File: src/rtl/csr_rmw.sv
// csr_rmw: Zicsr read-modify-write sequencer sitting in front of the CSR register file.
// Ports: req_* (request in, req_ready out), rsp_* (old value / illegal flag),
//        csr_* (addr/we/wdata out, asynchronous rdata in), instret_inc (retire pulse).
// Macro CSR_COUNTERS_EN maps read-only 64-bit cycle/instret counters at 0xC00/0xC02 (+0xB00/0xB02 aliases).
module csr_rmw #(
    parameter int DWIDTH = 32
) (
    input  logic              clk,
    input  logic              rst_n,
    input  logic              req_valid,
    output logic              req_ready,
    input  logic [2:0]        req_func,
    input  logic [11:0]       req_addr,
    input  logic [DWIDTH-1:0] req_rs1,
    input  logic [4:0]        req_zimm,
    input  logic              req_rs1_is_x0,
    input  logic              instret_inc,
    output logic              rsp_valid,
    output logic [DWIDTH-1:0] rsp_data,
    output logic              rsp_err,
    output logic [11:0]       csr_addr,
    output logic              csr_we,
    output logic [DWIDTH-1:0] csr_wdata,
    input  logic [DWIDTH-1:0] csr_rdata
);

    typedef enum logic [1:0] {
        S_IDLE,
        S_RD,
        S_WR
    } state_e;

    state_e            state_q, state_d;
    logic [1:0]        func_q, func_d;
    logic [DWIDTH-1:0] opnd_q, opnd_d;
    logic              nowr_q, nowr_d;
    logic [11:0]       csr_addr_q, csr_addr_d;
    logic [DWIDTH-1:0] csr_wdata_q, csr_wdata_d;
    logic              csr_we_q, csr_we_d;
    logic              rsp_valid_q, rsp_valid_d;
    logic [DWIDTH-1:0] rsp_data_q, rsp_data_d;
    logic              rsp_err_q, rsp_err_d;

    logic              is_cnt;
    logic [DWIDTH-1:0] cnt_val;
    logic [DWIDTH-1:0] old_val;
    logic [DWIDTH-1:0] new_val;
    logic              set_clr;

`ifdef CSR_COUNTERS_EN
    logic [63:0] cyc_q, cyc_d;
    logic [63:0] inst_q, inst_d;
    logic [63:0] cnt_sel;

    // addr[7] selects the high half, addr[1] selects instret over cycle
    always_comb begin
        is_cnt  = (csr_addr_q[11:8] == 4'hC || csr_addr_q[11:8] == 4'hB)
                  && csr_addr_q[6:2] == 5'd0 && !csr_addr_q[0];
        cnt_sel = csr_addr_q[1] ? inst_q : cyc_q;
        cnt_val = csr_addr_q[7] ? DWIDTH'(cnt_sel[63:32])
                                : DWIDTH'(cnt_sel[31:0]);
        cyc_d   = cyc_q + 64'd1;
        inst_d  = inst_q + {63'd0, instret_inc};
    end

    always_ff @(posedge clk or negedge rst_n) begin
        if (!rst_n) begin
            cyc_q  <= '0;
            inst_q <= '0;
        end else begin
            cyc_q  <= cyc_d;
            inst_q <= inst_d;
        end
    end
`else
    logic unused_instret;
    assign unused_instret = instret_inc;
    assign is_cnt  = 1'b0;
    assign cnt_val = '0;
`endif

    always_comb begin
        state_d     = state_q;
        func_d      = func_q;
        opnd_d      = opnd_q;
        nowr_d      = nowr_q;
        csr_addr_d  = csr_addr_q;
        csr_wdata_d = csr_wdata_q;
        csr_we_d    = 1'b0;
        rsp_valid_d = 1'b0;
        rsp_data_d  = rsp_data_q;
        rsp_err_d   = rsp_err_q;
        old_val     = '0;
        new_val     = '0;
        set_clr     = req_func[1];
        unique case (state_q)
            S_IDLE: begin
                if (req_valid) begin
                    func_d     = req_func[1:0];
                    csr_addr_d = req_addr;
                    opnd_d     = req_func[2] ? DWIDTH'(req_zimm) : req_rs1;
                    // set/clear with a zero source never writes
                    nowr_d     = (req_func[1:0] == 2'b00)
                                 || (set_clr && (req_func[2] ? (req_zimm == 5'd0)
                                                             : req_rs1_is_x0));
                    state_d    = S_RD;
                end
            end
            S_RD: begin
                old_val = is_cnt ? cnt_val : csr_rdata;
                unique case (func_q)
                    2'b01:   new_val = opnd_q;
                    2'b10:   new_val = old_val | opnd_q;
                    2'b11:   new_val = old_val & ~opnd_q;
                    default: new_val = old_val;
                endcase
                csr_wdata_d = new_val;
                csr_we_d    = !nowr_q && !is_cnt;
                rsp_valid_d = 1'b1;
                rsp_data_d  = old_val;
                rsp_err_d   = (func_q == 2'b00);
                state_d     = S_WR;
            end
            S_WR: begin
                csr_addr_d  = '0;
                csr_wdata_d = '0;
                state_d     = S_IDLE;
            end
            default: begin
                csr_addr_d  = '0;
                csr_wdata_d = '0;
                state_d     = S_IDLE;
            end
        endcase
    end

    always_ff @(posedge clk or negedge rst_n) begin
        if (!rst_n) begin
            state_q     <= S_IDLE;
            func_q      <= '0;
            opnd_q      <= '0;
            nowr_q      <= 1'b0;
            csr_addr_q  <= '0;
            csr_wdata_q <= '0;
            csr_we_q    <= 1'b0;
            rsp_valid_q <= 1'b0;
            rsp_data_q  <= '0;
            rsp_err_q   <= 1'b0;
        end else begin
            state_q     <= state_d;
            func_q      <= func_d;
            opnd_q      <= opnd_d;
            nowr_q      <= nowr_d;
            csr_addr_q  <= csr_addr_d;
            csr_wdata_q <= csr_wdata_d;
            csr_we_q    <= csr_we_d;
            rsp_valid_q <= rsp_valid_d;
            rsp_data_q  <= rsp_data_d;
            rsp_err_q   <= rsp_err_d;
        end
    end

    assign req_ready = (state_q == S_IDLE);
    assign rsp_valid = rsp_valid_q;
    assign rsp_data  = rsp_data_q;
    assign rsp_err   = rsp_err_q;
    assign csr_addr  = csr_addr_q;
    assign csr_we    = csr_we_q;
    assign csr_wdata = csr_wdata_q;

endmodule

File: config.mk
export PLATFORM = sky130hd
export DESIGN_NAME = csr_rmw
export DESIGN_NICKNAME = d
export VERILOG_FILES = /design/src/rtl/csr_rmw.sv
export SDC_FILE = /design/constraint.sdc
export NUM_CORES = 1
export LEC_CHECK = 0
export ABC_AREA = 0
export CAP_MARGIN = 20
export CORE_MARGIN = 8
export CORE_UTILIZATION = 25
export DETAILED_ROUTE_END_ITERATION = 6
export GPL_TIMING_DRIVEN = 0
export PLACE_DENSITY_LB_ADDON = 0.05
export SKIP_CTS_REPAIR_TIMING = 1
export SYNTH_ARGS = -nofsm -noshare
export SYNTH_HDL_FRONTEND = slang
export SYNTH_SLANG_ARGS = --single-unit
File: constraint.sdc
create_clock -name clk -period 1.87 [get_ports clk]
set_clock_uncertainty 0.1 [all_clocks]
set_input_delay 0.374 -clock clk [delete_from_list [all_inputs] [get_ports clk]]
set_output_delay 0.374 -clock clk [all_outputs]
set_load 0.01 [all_outputs]
# [Word level (Yosys, flattened, before mapping)]
# Cells that the tools add are included.
[op_classes] reduce_logical=9 n_bitwise=4 muxes=10 n_eq_ne=5
[op_table] operator="one-hot mux 32 bit (3 select lines)" count=1
[op_table] operator="one-hot mux 32 bit (2 select lines)" count=1
[op_table] operator="bitwise AND 32 bit" count=1
[op_table] operator="two-way mux 32 bit" count=1
[op_table] operator="NOT 32 bit" count=1
[op_table] operator="bitwise OR 32 bit" count=1
[op_table] operator="one-hot mux 12 bit (2 select lines)" count=1
[op_table] operator="two-way mux 12 bit" count=1
[op_table] operator="zero test 2 bit" count=3
[op_table] operator="zero test 5 bit" count=1
[op_table] operator="equality test 2 x 1 -> 1 bit, second input constant" count=2
[op_table] operator="equality test 2 bit, second input constant" count=2
[op_table] operator="one-hot mux 2 bit (2 select lines)" count=1
[op_table] operator="AND reduction 2 bit" count=2
[op_table] operator="two-way mux 1 bit" count=3
[op_table] operator="two-way mux 2 bit" count=1
[op_table] operator="!= test 2 bit, second input constant" count=1
[op_table] operator="logical AND 1 bit" count=1
[op_table] operator="zero test 1 bit" count=1
[op_table] operator="logical OR 1 bit" count=1
[op_table] operator="NOT 1 bit" count=1
[totals] word_cells=38 regBits=116

# [Depth between registers and ports, before layout]
[depth] ltp_word=4 mapped_depth=6

# [Least setup slack after synthesis]
# OpenSTA, ideal clock, no wires.
[synth_timing] kind="reg2reg" start="reg state_q[1]" end="reg opnd_q[0]" required_ns=1.635 arrival_ns=1.279 slack_ns=0.357 n_path_buf=3 path_stages_with_launch=7 period_less_slack_ns=1.513 cell_sequence="dfrtp_1 or3b_1 buf_2 buf_6 buf_2 nand2_1 o21ai_0"
[synth_via] elab_chain_cells=2
[synth_rtl] element="from (decl)" line_no="33" text="state_e state_q, state_d;"
[synth_rtl] element="from (signal assigned)" line_no="150" text="state_q <= state_d;"
[synth_rtl] element="zero test 2 bit" line_no="96" text="unique case (state_q)"
[synth_rtl] element="AND reduction 2 bit (no line)"
[synth_rtl] element="to (signal assigned)" line_no="152" text="opnd_q <= opnd_d;"
[synth_rtl] element="to (decl)" line_no="35" text="logic [DWIDTH-1:0] opnd_q, opnd_d;"
# Every way passes these cells.
# A chain may end at the register's enable or synchronous reset.

# [Final worst setup path]
[layout_timing] start="reg state_q[0]" end="out req_ready"
[layout_via] elab_chain_cells=1
[layout_rtl] element="zero test 2 bit" line_no="163" text="assign req_ready = (state_q == S_IDLE);"
[layout_rtl] element="to (decl)" line_no="11" text="output logic req_ready,"
# Every way passes these cells.

==> impl_metrics.tcl <==
set metrics [dict create \
    reg2reg_slack_ps 100 \
    status "finished, final reports clean" \
    slowest_stage "dfrtp_2" \
    dieHeight_um 161 \
    drive_above_1_share 0.142 \
    synth_area_um2 5290 \
    drv_cap 0 \
    synth_top_family_by_area "compound AO/OA/AOI/OAI gates" \
    tightest_slew_ps 662 \
    clk_latency_ps 410 \
    grt_pass1_wl_um 27800 \
    initial_utilization 0.253 \
    cts_sinks 116 \
    irDropWorstVdd_v 0.000621 \
    grt_max_degree 60 \
    first_pass_iters 4 \
    htree_levels 4 \
    timing.rr.start "state_q[1]" \
    synth_compound_area_frac 0.156 \
    slowest_delay_ps 440 \
    place_congestion 0.741 \
    rsz0062_at_grt "true" \
    cp_cell_sequence "nor2_4 -> buf_8 -> buf_6" \
    critical_path.endpoint_type "primary output" \
    synth_cell_types 27 \
    vias 4342 \
    preCtsSetupSlack_ps -688 \
    power.static_leakage_nw 3.53 \
    synthXorXnorAreaFrac 0.0530 \
    hold_viol 0 \
    p_per_area_nw_per_um2 1290 \
    die_area_um2 26100 \
    coreArea_um2 20900 \
    power_mw 10.3 \
    ys_seq_area_frac 0.549 \
    synth_area_per_cell_um2 11.1 \
    cts_buffers 17 \
    clockRootBuffer "clkbuf_16" \
    cts_buffer_depth 2 \
    synth_fa_ha_area_frac 0 \
    r2r_cells 6 \
    cts_tree "done" \
    fmax_mhz 542 \
    startpoint_type "flip-flop" \
    nets 754 \
    whs_ps 372 \
    yosys.area_share.simple 0.117 \
    rows 53 \
    r2r-end "opnd_q[3]" \
    drc_errors 0 \
    hold_end "csr_wdata[7]" \
    vias_per_cell 4.56 \
    wl_um 17500 \
    antenna_left 0 \
    path_max_fanout 10 \
    setup_ws_ps 24.9 \
    slew_viol_final 0 \
    synthMuxAreaShare 0.0798 \
    area_growth_pct 51.7 \
    worstHoldStart "csr_wdata[7]" \
    pin_count 169 \
    wire_per_inst_um 18.4 \
    synthCells 476 \
    fp.dieW_um 161 \
    hp-class "reg -> reg" \
    period_minus_slack_ps 1850 \
    min_path_cells 1 \
    path_clk_slew_ps 50 \
    fin_crit_sh 0.987 \
    grt.overflow.total 0 \
    synth-seq-cells 116 \
    crit_required_ps 1400 \
    port_buffers 167 \
    criticalPathCategory "reg -> out" \
    syn-num-nets 565 \
    yosys_warnings 0 \
    final_common_cell "clkdlybuf4s50_1" \
    final_cell_mix "clkdlybuf4s50_1, dfrtp_1, nor2_1, nand2_1, mux2_2" \
    antenna_found_initial 2 \
    setup_viol 0 \
    maxSlewHeadroom 0.559 \
    cp.arrival_ps 1370 \
    grt_pass1_vias 4795 \
    drtIter0Drc 186 \
    final_util 0.384 \
    hpwl_um 13000 \
    grt_usage 0.139 \
]
## layer usage
layer  vias to the layer above  track usage  share of wire
met4                         4       0.0404         0.0094
met3                        13       0.0537          0.073
met2                       130        0.216           0.46
met1                      2128        0.175           0.45
li1                       2067            -              -
met5                         -            0         0.0014
## power by group
group | switching (mW) | internal [mW]
clock network | 1.17 | 2.26
logic | 1.48 | 1.85
registers | 0.397 | 3.16
## synth_stat cells (all sizes together)
master	count	share of area
dfrtp	116	0.55
nor2	35	0.025
nand2	34	0.024
mux2	33	0.070
o21ai	33	0.031
a2111oi	32	0.053
a21o	32	0.045
nor3	32	0.030
xnor2	32	0.053
nand2b	28	0.033
buf	22	0.029
clkbuf	17	0.012
a22o	13	0.022
inv	5	0.0036
mux2i	5	0.0095
a21oi	2	0.0019
a211o	1	0.0017
nor2b	1	0.0012
nor4b	1	0.0017
o31ai	1	0.0014
or3b	1	0.0017
## worst max path at each step
stage,from,end,slack (ps),cells after the start
finish,state_q[0],req_ready,20,3
global placement,rst_n,rsp_valid,-4630,1
CTS,state_q[1],req_ready,-1140,3
floorplan,state_q[1],opnd_q[0],360,6
detailed placement,state_q[1],req_ready,-690,3
global route,state_q[0],req_ready,-40,3
## logic make-up (layout without fill, tap and decap cells)
| logic type | count (synthesis) | after routing |
|---|---|---|
| XOR/XNOR | 32 | 32 |
| AND/OR/NAND/NOR | 132 | 132 |
| other | 0 | 1 |
| buffers and inverters | 44 | 245 |
| flip-flops | 116 | 116 |
| AO/OA/AOI/OAI | 114 | 114 |
| multiplexers | 38 | 38 |
## registers in the layout (all words and copies together), names as in the netlist
register,count
csr_addr,12
csr_wdata,32
csr_we,1
func_q,2
nowr_q,1
opnd_q,32
rsp_data,32
rsp_err,1
rsp_valid,1
state_q,2
## cell type report
cell class | instances | area, um^2
timing repair buffer | 171 | 1730
fill | 2100 | 12900
clock buffer | 22 | 494
multi-input combinational | 316 | 2170
tap | 275 | 344
sequential | 116 | 2900
clock inverter | 9 | 125
antenna | 1 | 2.50
buffer | 38 | 234
inverter | 5 | 18.8
## metrics by stage
stage,std cells,TNS [ps],instance area [um^2]
6_report,953,0,8020
5_1_grt,952,-52.4,8020
4_1_cts,950,-1780,7950
3_5_place_dp,919,-12890,7330
3_3_place_gp,918,-548580,7300
2_1_floorplan,476,0,5290
## worst max-delay path, delay by kind of cell, from the launching register on
family,cells,cell delay [ps]
DFF,1,440
buffers and inverters,2,290
and+or+nand+nor,1,220
Power figures use the tool's default switching activity.
==> edit, RTL diff (same settings) <==
Set the parameter `DWIDTH` to 24 (it was 32).
--- a/src/rtl/csr_rmw.sv
+++ b/src/rtl/csr_rmw.sv
@@ -4,5 +4,5 @@
 // Macro CSR_COUNTERS_EN maps read-only 64-bit cycle/instret counters at 0xC00/0xC02 (+0xB00/0xB02 aliases).
 module csr_rmw #(
-    parameter int DWIDTH = 32
+    parameter int DWIDTH = 24
 ) (
     input  logic              clk,
Interface: changed (resized csr_rdata, csr_wdata, req_rs1 and rsp_data); port bits go from 169 to 137. The function was not compared with the original's and may differ.
==> edit against the original RTL <==
Total power decreased by 29%. Routed wire length decreased by 24%. Die area decreased by 18%. Worst setup slack improved by 0.10 ns. Synthesized area decreased by 20%. Core utilization decreased by 0.88 points. Sequential cell count decreased by 24. Non-clock buffer count decreased by 42. Final area decreased by 23%. Count of clock-buffer cells in the layout decreased by 11.
==> edit: results (changes against the original RTL) <==
[worst_setup_path]
cp_top_family = buffers and inverters
crit_slowest_cell = clkdlybuf4s50_1
cp.arrival_ns = 1.27  ; -0.10 ns
reg2reg_depth = 4  ; -2
r2r-end = rsp_data[0]

[hold_path]
worstHoldStart = nowr_q

[detailed_routing]
top_layer = met4
drt-met1-wl_mm = 6.28  ; -21%
routed-wl-met2_mm = 5.89  ; -27%

[global_routing]
grt_usage_pct = 12.6  ; -1.2 points
grt_pass1_vias = 3697  ; -23%

[sta]
fin_worst_hold_slack_ns = 0.339  ; -0.0326 ns
maxSlewHeadroom_pct = 58.8  ; +2.9 points

[clocking]
numCtsBuffers = 9  ; -8
cts.clk_slew.worst_paths_ns = 0.07  ; +0.02 ns

[place]
postPlaceCellArea_um2 = 5860  ; -20%
place_congestion = 0.676  ; -8.8%
hpwl_mm = 9.72  ; -25%
port_buffers = 135  ; -19%

[final_layout]
multi_input_area_share_pct = 27.5  ; +0.54 points
sh_seq_area_pct = 37.1  ; +0.93 points
fill_cells = 1653  ; -21%
stdcell_count = 743  ; -22%
drive_above_1_share_pct = 8.99  ; -5.2 points

[outcome]
outcome = complete, no violations

[synthesis]
synthTopCellsByCount = dfrtp_1, nor2_1, nand2_1, mux2_1, o21ai_1
syn-num-nets = 443  ; -22%
ys_seq_area_share_pct = 54.7  ; -0.23 points
synth.area.top_cells = dfrtp_1, mux2_1, a2111oi_1, xnor2_1, a21o_1

[power]
p_per_area_nw_per_um2 = 1180  ; -8.2%
swShare_pct = 31.1  ; +1.6 points

==> edit: worst register-to-register path: stages, from the launching register on <==
cell      delay, ns
dfrtp_1        0.42
nand2b_1       0.12
buf_2          0.19
buf_2          0.36
mux2_1         0.36
==> edit: logic make-up (layout without fill, tap and decap cells) <==
family,Yosys count,after routing,synth area share (%)
buffers and inverters,34,187,4.93
muxes,30,30,7.88
DFF,92,92,54.7
and+or+nand+nor,100,100,11.1
AOI/OAI and AO/OA,90,90,16.4
xor gates and xnor gates,24,24,4.99
==> edit: worst max-delay path by stage <==
stage / endpoint / cells after the start
3_5_place_dp: req_ready / 3
2_1_floorplan: req_ready / 2
3_3_place_gp: csr_addr[8] / 1
5_1_grt: req_ready / 3
4_1_cts: req_ready / 3
6_report: csr_wdata[22] / 1
==> edit: layer usage <==
metal / global-route usage (%) / vias up
met5: 0 / -
met4: 4.69 / 0
met3: 4.23 / 13
met2: 19.6 / 95
met1: 16.0 / 1633
li1: - / 1600
